## src/rtl/load_store_unit.sv

```systemverilog
// load_store_unit: core-side initiator for the data-memory request interface.
// Generates byte enables and replicated store data, stalls the core until the
// memory accepts, and aligns/extends load data returned in the DONE cycle.
// Optional feature macro: LSU_MISALIGN_TRAP_EN (flag misaligned H/W requests
// instead of issuing them).
module load_store_unit (
    input  logic        clk_i,
    input  logic        rst_i,
    input  logic        core_req_i,
    input  logic        core_we_i,
    input  logic [2:0]  core_size_i,
    input  logic [31:0] core_addr_i,
    input  logic [31:0] core_wd_i,
    output logic [31:0] core_rd_o,
    output logic        core_stall_o,
    output logic        misalign_o,
    output logic        mem_req_o,
    output logic        mem_we_o,
    output logic [3:0]  mem_be_o,
    output logic [31:0] mem_addr_o,
    output logic [31:0] mem_wd_o,
    input  logic [31:0] mem_rd_i,
    input  logic        mem_ready_i
);

    localparam logic [2:0] SZ_B  = 3'b000;
    localparam logic [2:0] SZ_H  = 3'b001;
    localparam logic [2:0] SZ_W  = 3'b010;
    localparam logic [2:0] SZ_BU = 3'b100;
    localparam logic [2:0] SZ_HU = 3'b101;

    typedef enum logic [1:0] {IDLE, WAIT, DONE} state_t;

    state_t      state_q;
    logic [2:0]  size_q;
    logic [1:0]  off_q;
    logic        we_q;

    logic        is_byte_c;
    logic        is_half_c;
    logic        misalign_c;
    logic        issue_c;
    logic [3:0]  be_c;
    logic [31:0] wd_c;
    logic [7:0]  rd_byte_c;
    logic [15:0] rd_half_c;
    logic [31:0] rd_ext_c;

    // Decode request size and detect misalignment while idle.
    always_comb begin
        is_byte_c  = (core_size_i == SZ_B) || (core_size_i == SZ_BU);
        is_half_c  = (core_size_i == SZ_H) || (core_size_i == SZ_HU);
`ifdef LSU_MISALIGN_TRAP_EN
        misalign_c = (state_q == IDLE) && core_req_i &&
                     ((is_half_c && core_addr_i[0]) ||
                      ((core_size_i == SZ_W) && (core_addr_i[1:0] != 2'b00)));
`else
        misalign_c = 1'b0;
`endif
        issue_c    = !rst_i &&
                     (((state_q == IDLE) && core_req_i && !misalign_c) ||
                      (state_q == WAIT));
    end

    // Byte-enable and replicated write-data generation.
    always_comb begin
        be_c = 4'b1111;
        wd_c = core_wd_i;
        if (is_byte_c) begin
            be_c = 4'b0001 << core_addr_i[1:0];
            wd_c = {4{core_wd_i[7:0]}};
        end else if (is_half_c) begin
            be_c = core_addr_i[1] ? 4'b1100 : 4'b0011;
            wd_c = {2{core_wd_i[15:0]}};
        end
    end

    // Lane select and sign/zero extension of returned load data.
    always_comb begin
        case (off_q)
            2'd0:    rd_byte_c = mem_rd_i[7:0];
            2'd1:    rd_byte_c = mem_rd_i[15:8];
            2'd2:    rd_byte_c = mem_rd_i[23:16];
            default: rd_byte_c = mem_rd_i[31:24];
        endcase
        rd_half_c = off_q[1] ? mem_rd_i[31:16] : mem_rd_i[15:0];
        case (size_q)
            SZ_B:    rd_ext_c = {{24{rd_byte_c[7]}}, rd_byte_c};
            SZ_BU:   rd_ext_c = {24'h0, rd_byte_c};
            SZ_H:    rd_ext_c = {{16{rd_half_c[15]}}, rd_half_c};
            SZ_HU:   rd_ext_c = {16'h0, rd_half_c};
            default: rd_ext_c = mem_rd_i;
        endcase
    end

    // Drive memory and core outputs; everything quiet during reset.
    always_comb begin
        mem_req_o    = issue_c;
        core_stall_o = issue_c;
        mem_we_o     = issue_c && core_we_i;
        mem_be_o     = issue_c ? be_c : 4'b0000;
        mem_addr_o   = core_addr_i;
        mem_wd_o     = wd_c;
        misalign_o   = misalign_c && !rst_i;
        core_rd_o    = ((state_q == DONE) && !we_q && !rst_i) ? rd_ext_c : 32'h0;
    end

    // Access FSM plus capture of size/offset/direction on acceptance.
    always_ff @(posedge clk_i) begin
        if (rst_i) begin
            state_q <= IDLE;
            size_q  <= 3'b000;
            off_q   <= 2'b00;
            we_q    <= 1'b0;
        end else begin
            if (issue_c && mem_ready_i) begin
                size_q <= core_size_i;
                off_q  <= core_addr_i[1:0];
                we_q   <= core_we_i;
            end
            case (state_q)
                IDLE:    if (issue_c) state_q <= mem_ready_i ? DONE : WAIT;
                WAIT:    if (mem_ready_i) state_q <= DONE;
                DONE:    state_q <= IDLE;
                default: state_q <= IDLE;
            endcase
        end
    end

endmodule

```

## config.mk

```make
export PLATFORM = sky130hd
export DESIGN_NAME = load_store_unit
export DESIGN_NICKNAME = d
export VERILOG_FILES = /design/src/rtl/load_store_unit.sv
export SDC_FILE = /design/constraint.sdc
export NUM_CORES = 1
export LEC_CHECK = 0
export CORE_MARGIN = 3
export CORE_UTILIZATION = 28
export DETAILED_ROUTE_END_ITERATION = 7
export GPL_TIMING_DRIVEN = 0
export PLACE_DENSITY = 0.83
export SYNTH_ARGS = -nofsm -noshare
export SYNTH_HDL_FRONTEND = slang
export SYNTH_SLANG_ARGS = --single-unit
```

## constraint.sdc

```tcl
create_clock -name clk_i -period 2.2 [get_ports clk_i]
set_clock_uncertainty 0.1 [all_clocks]
set_input_delay 0.33 -clock clk_i [delete_from_list [all_inputs] [get_ports clk_i]]
set_output_delay 0.33 -clock clk_i [all_outputs]
set_load 0.01 [all_outputs]
```

Word-level counts from Yosys, hierarchy flattened --
Index checks and enable logic that the tools add are counted.
Storage, ports and cells: output and inout port bits 104, bits in registers 8, word-level logic and storage cells 47
Cells by class: multiplexer cells 14, shifts and indexed selects 1, reductions and logical operators 16, eq/ne operators 12
Operators by type and width (count):
- $pmux W32 S4 | 1
- $mux W32 | 3
- $pmux W8 S3 | 1
- $mux W16 | 1
- $mux W4 | 4
- $eq A3 B3 Y1 const B | 4
- $eq A3 B1 Y1 const B | 2
- $logic_and A1 B1 Y1 | 6
- $logic_not A3 Y1 | 2
- $mux W2 | 3
- $eq A2 B1 Y1 const B | 2
- $eq A2 B2 Y1 const B | 2
- $logic_not A2 Y1 | 2
- $ne A2 B2 Y1 const B | 2
- $pmux W2 S2 | 1
- $shl A1 B2 Y4 const A | 1
- $logic_or A1 B1 Y1 | 3
- $logic_not A1 Y1 | 2
- $reduce_and A2 Y1 | 1

Longest topological paths before layout --
word-level depth 6, gate-level depth with buffers 6

Worst setup path after synthesis --
No wires, ideal clock.
path kind register to output, from reg size_q[0], to out core_rd_o[12], arrival time 1429 ps, setup slack 341 ps, stages on the path, launching flop included 6, path buffers 1, path through dfxtp_1 > buf_2 > or2_2 > o2bb2ai_1 > a21oi_1 > a221oi_1
Between the ends: longest elaborated chain between the ends 3
Ends and longest elaborated chain:
- start: declaration | line 35 | logic [2:0] size_q;
- start signal: assignment | line 117 | size_q <= core_size_i;
- $eq A3 B3 Y1 (tied with other cells) | line 87 | case (size_q)
- $pmux W32 S4 * | line 87
- $mux W32 * | line 105 | core_rd_o = ((state_q == DONE) && !we_q && !rst_i) ? rd_ext_c : 32'h0;
- end: declaration | line 14 | output logic [31:0] core_rd_o,
Mark *: on every way between the ends. The rest lies on a longest branch, timed or not.

Worst setup path in the final report --
from reg off_q[1], to out core_rd_o[28]
Between the ends: longest elaborated chain between the ends 4
Ends and longest elaborated chain:
- start: declaration | line 36 | logic [1:0] off_q;
- start signal: assignment | line 118 | off_q <= core_addr_i[1:0];
- $eq A2 B2 Y1 (tied with other cells) | line 80 | case (off_q)
- $pmux W8 S3 | line 80
- $pmux W32 S4 * | line 87
- $mux W32 * | line 105
Marks and branches as above.

==> out/qor.csv <==
stage;metric;value;unit
cells_and_area;fillers;517;
sta;hold_viol;0;
die;die_y;86.3;um
cts;clk_latency;0.23;ns
yosys;yosysSeqAreaShare;8.86;%
sta;fin_crit_sh;99.2;%
detailed_routing;wl_per_cell;17.2;um
yosys;ys_ff_latch;8;
yosys;syn-mean-instance-area;7.72;um^2
die;ios;208;
cts;cts_inserted_buffers;3;
pwr;p_int;0.699;mW
die;core_area;6100;um^2
pwr;clkPwrFrac;16.9;%
die;die_w;86.3;um
cells_and_area;fin_util;66.2;%
yosys;yosysWarnings;0;
setup_path;path_class;reg -> out;
sta;finalSetupViolCount;0;
placement;dp_hpwl;6690;um
grt;grt_pass1_wl;13000;um
worst_hold_path;hold_class;in -> reg;
yosys;synthDistinctLibCells;41;
sta;rsz0062_at_grt;true;
cts;cts-htree-levels;1;
sta;drv_slew;0;
cells_and_area;final_common_cell;clkdlybuf4s50_1;
pwr;power_density;257;nW/um^2
cells_and_area;mostFrequentLayoutCells;121 x clkdlybuf4s50_1, 61 x buf_4, 24 x buf_6, 19 x mux2_2, 18 x nand2_1;
yosys;synth_ff_type;dfxtp_1;
yosys;synth_nets;338;
outcome;outcome;finished clean;
cells_and_area;nets;542;
cts;clkSlewWorstSetupHoldPaths;0.04;ns
yosys;ys_async_sr_fraction;0;%
yosys;synth_top_area_share;17.9;%
pwr;p_switching;0.340;mW
detailed_routing;routed_wl;8770;um
cells_and_area;drive_gt1_share;42.2;%
pwr;p_comb_share;67.7;%
die;dieArea;7450;um^2
detailed_routing;drc_errors;0;
detailed_routing;drt_iter0_markers;75;
placement;port_buffers;173;
detailed_routing;drt-pass1-iter-count;4;
pwr;irDropWorstVdd;0.000220;V
setup_path;cp.arrival;1.75;ns
setup_path;cp-start-kind;register;
setup_path;worstPathMaxFanout;5;
setup_path;critPathCaptureType;output pin;
yosys;syn_inst;234;
yosys;synth_area;1810;um^2
sta;fin_tns_setup;0;ns
yosys;synth_edf_count;0;
cells_and_area;diodes;0;
cells_and_area;multi_input_area;1350;um^2
grt;grt_max_degree;11;
yosys;yosys.area.top_type;buf_4;
pwr;seqPwrFrac;15.4;%
placement;dpl.cell_count;482;
cts;hold_buffers;0;
sta;period_needed;2.18;ns
grt;grt_pass1_vias;2641;
cells_and_area;area_growth;123;%
sta;clock.fmax;458;MHz
detailed_routing;vias_per_cell;5.02;
grt;antenna_found_initial;0;
cells_and_area;regArea;166;um^2
setup_path;critPathRequiredTime;1.77;ns
pwr;netSwitchingFraction;32.7;%
pwr;p_leak;1.93;nW
run;timing.max_cap.violations;0;
cts;tritoncts;built;
cells_and_area;stdcell_count;511;
yosys;synthTopCellsByArea;buf_4 18%, mux2_2 12%, dfxtp_1 8.9%;
detailed_routing;drtAntennaViolNets;0;
cts;cts_sinks;8;
grt;track_usage;21.8;%
detailed_routing;vias;2564;
grt;grt_overflow;0;
cts;clockBufferDepth;2;
die;std_cell_rows;28;
cts;root_buffer;clkbuf_8;
die;start_util;29.6;%
placement;place_congestion;0.831;
==> state kept, by name (all words and copies together) (netlist names) <==
name and flops:
off_q 2, state_q 2, we_q 1, size_q 3
==> power by group through the flow <==
stage                     Clock [mW]  Sequential (mW)  Combinational (mW)
final                          0.176            0.160               0.703
after global routing           0.181            0.160               0.745
after CTS                      0.178            0.159               0.682
after detailed placement           0            0.160               0.646
after global placement             0            0.159               0.637
after floorplan                    0            0.159               0.275
==> critical path, cell delays in order, from the launching register on <==
cell and delay (ns):
dfxtp_2 0.35, buf_6 0.15, mux2i_4 0.32, a211oi_4 0.13, buf_6 0.15, buf_4 0.12, a21o_2 0.19, buf_6 0.11
==> through the flow <==
stage / total power, mW / hold slack, ns / area, um^2 / setup slack, ns
finish: 1.04 / 0.202 / 4040 / 0.0175
global route: 1.09 / 0.205 / 4040 / -0.0245
CTS: 1.02 / 0.201 / 3950 / -0.0612
detailed placement: 0.805 / 0.386 / 3630 / -0.619
global placement: 0.796 / 0.379 / 3630 / -0.608
floorplan: 0.434 / 0.347 / 1810 / 0.341
==> cell type report <==
cell class | instances | share of cell area, %
plain buffers | 56 | 10.8
multi-input cells | 158 | 33.4
inverters | 11 | 1.18
flip-flops and latches | 8 | 4.12
well taps | 75 | 2.33
clock buffers | 3 | 1.02
repair buffers | 200 | 47.1
==> cell usage after synthesis (2+ instances only) <==
| library cell | number |
|---|---|
| a21o_1 | 2 |
| dfxtp_1 | 8 |
| mux2_2 | 20 |
| nand3_1 | 6 |
| clkbuf_1 | 6 |
| buf_4 | 43 |
| mux4_2 | 4 |
| o221a_2 | 3 |
| a21oi_1 | 18 |
| a22oi_1 | 5 |
| nand2b_1 | 2 |
| nor2b_1 | 2 |
| inv_1 | 9 |
| clkinv_1 | 2 |
| nor2_1 | 15 |
| a31oi_1 | 3 |
| a22o_1 | 5 |
| buf_2 | 3 |
| a221oi_1 | 3 |
| buf_6 | 3 |
| o21ai_0 | 9 |
| nand2_1 | 19 |
| mux2i_1 | 13 |
| a21o_2 | 14 |
==> cell families (layout without fill, tap and decap cells) <==
group / after synthesis / in the layout / synth area share (%)
buf+inv: 68 / 270 / 24.6
compound gates: 67 / 67 / 26.7
simple gates: 53 / 53 / 15.0
mux: 37 / 37 / 24.7
flops: 8 / 8 / 8.86
other cells: 1 / 1 / 0.208
==> worst paths after layout <==
path / depth (start not counted) / slack, ns / start / to
worst min register to register: 2 / 0.38 / size_q[2] / size_q[2]
worst min-delay path: 2 / 0.20 / rst_i / we_q
worst max-delay path: 7 / 0.02 / off_q[1] / core_rd_o[28]
worst max register to register: 6 / 0.91 / state_q[1] / off_q[1]
==> layer usage <==
layer | up-vias | wire length, um | share of wire [%] | GRT usage (%)
li1 | 1190 | - | - | -
met1 | 1215 | 2950 | 34 | 21.2
met2 | 141 | 4730 | 54 | 42.1
met3 | 18 | 851 | 9.7 | 7.03
met4 | 0 | 236 | 2.7 | 8.22
met5 | - | 0 | 0 | 0
==> timing repair <==
| action | in CTS | in global routing |
|---|---|---|
| pin swaps | 7 | 13 |
| buffers inserted | 23 | 5 |
| endpoints found under the hold margin | 0 | 0 |
| cloned | 2 | 0 |
| resized for setup | 165 | 49 |
| setup endpoints to repair | 56 | 47 |
(Power assumes the default switching activity.)
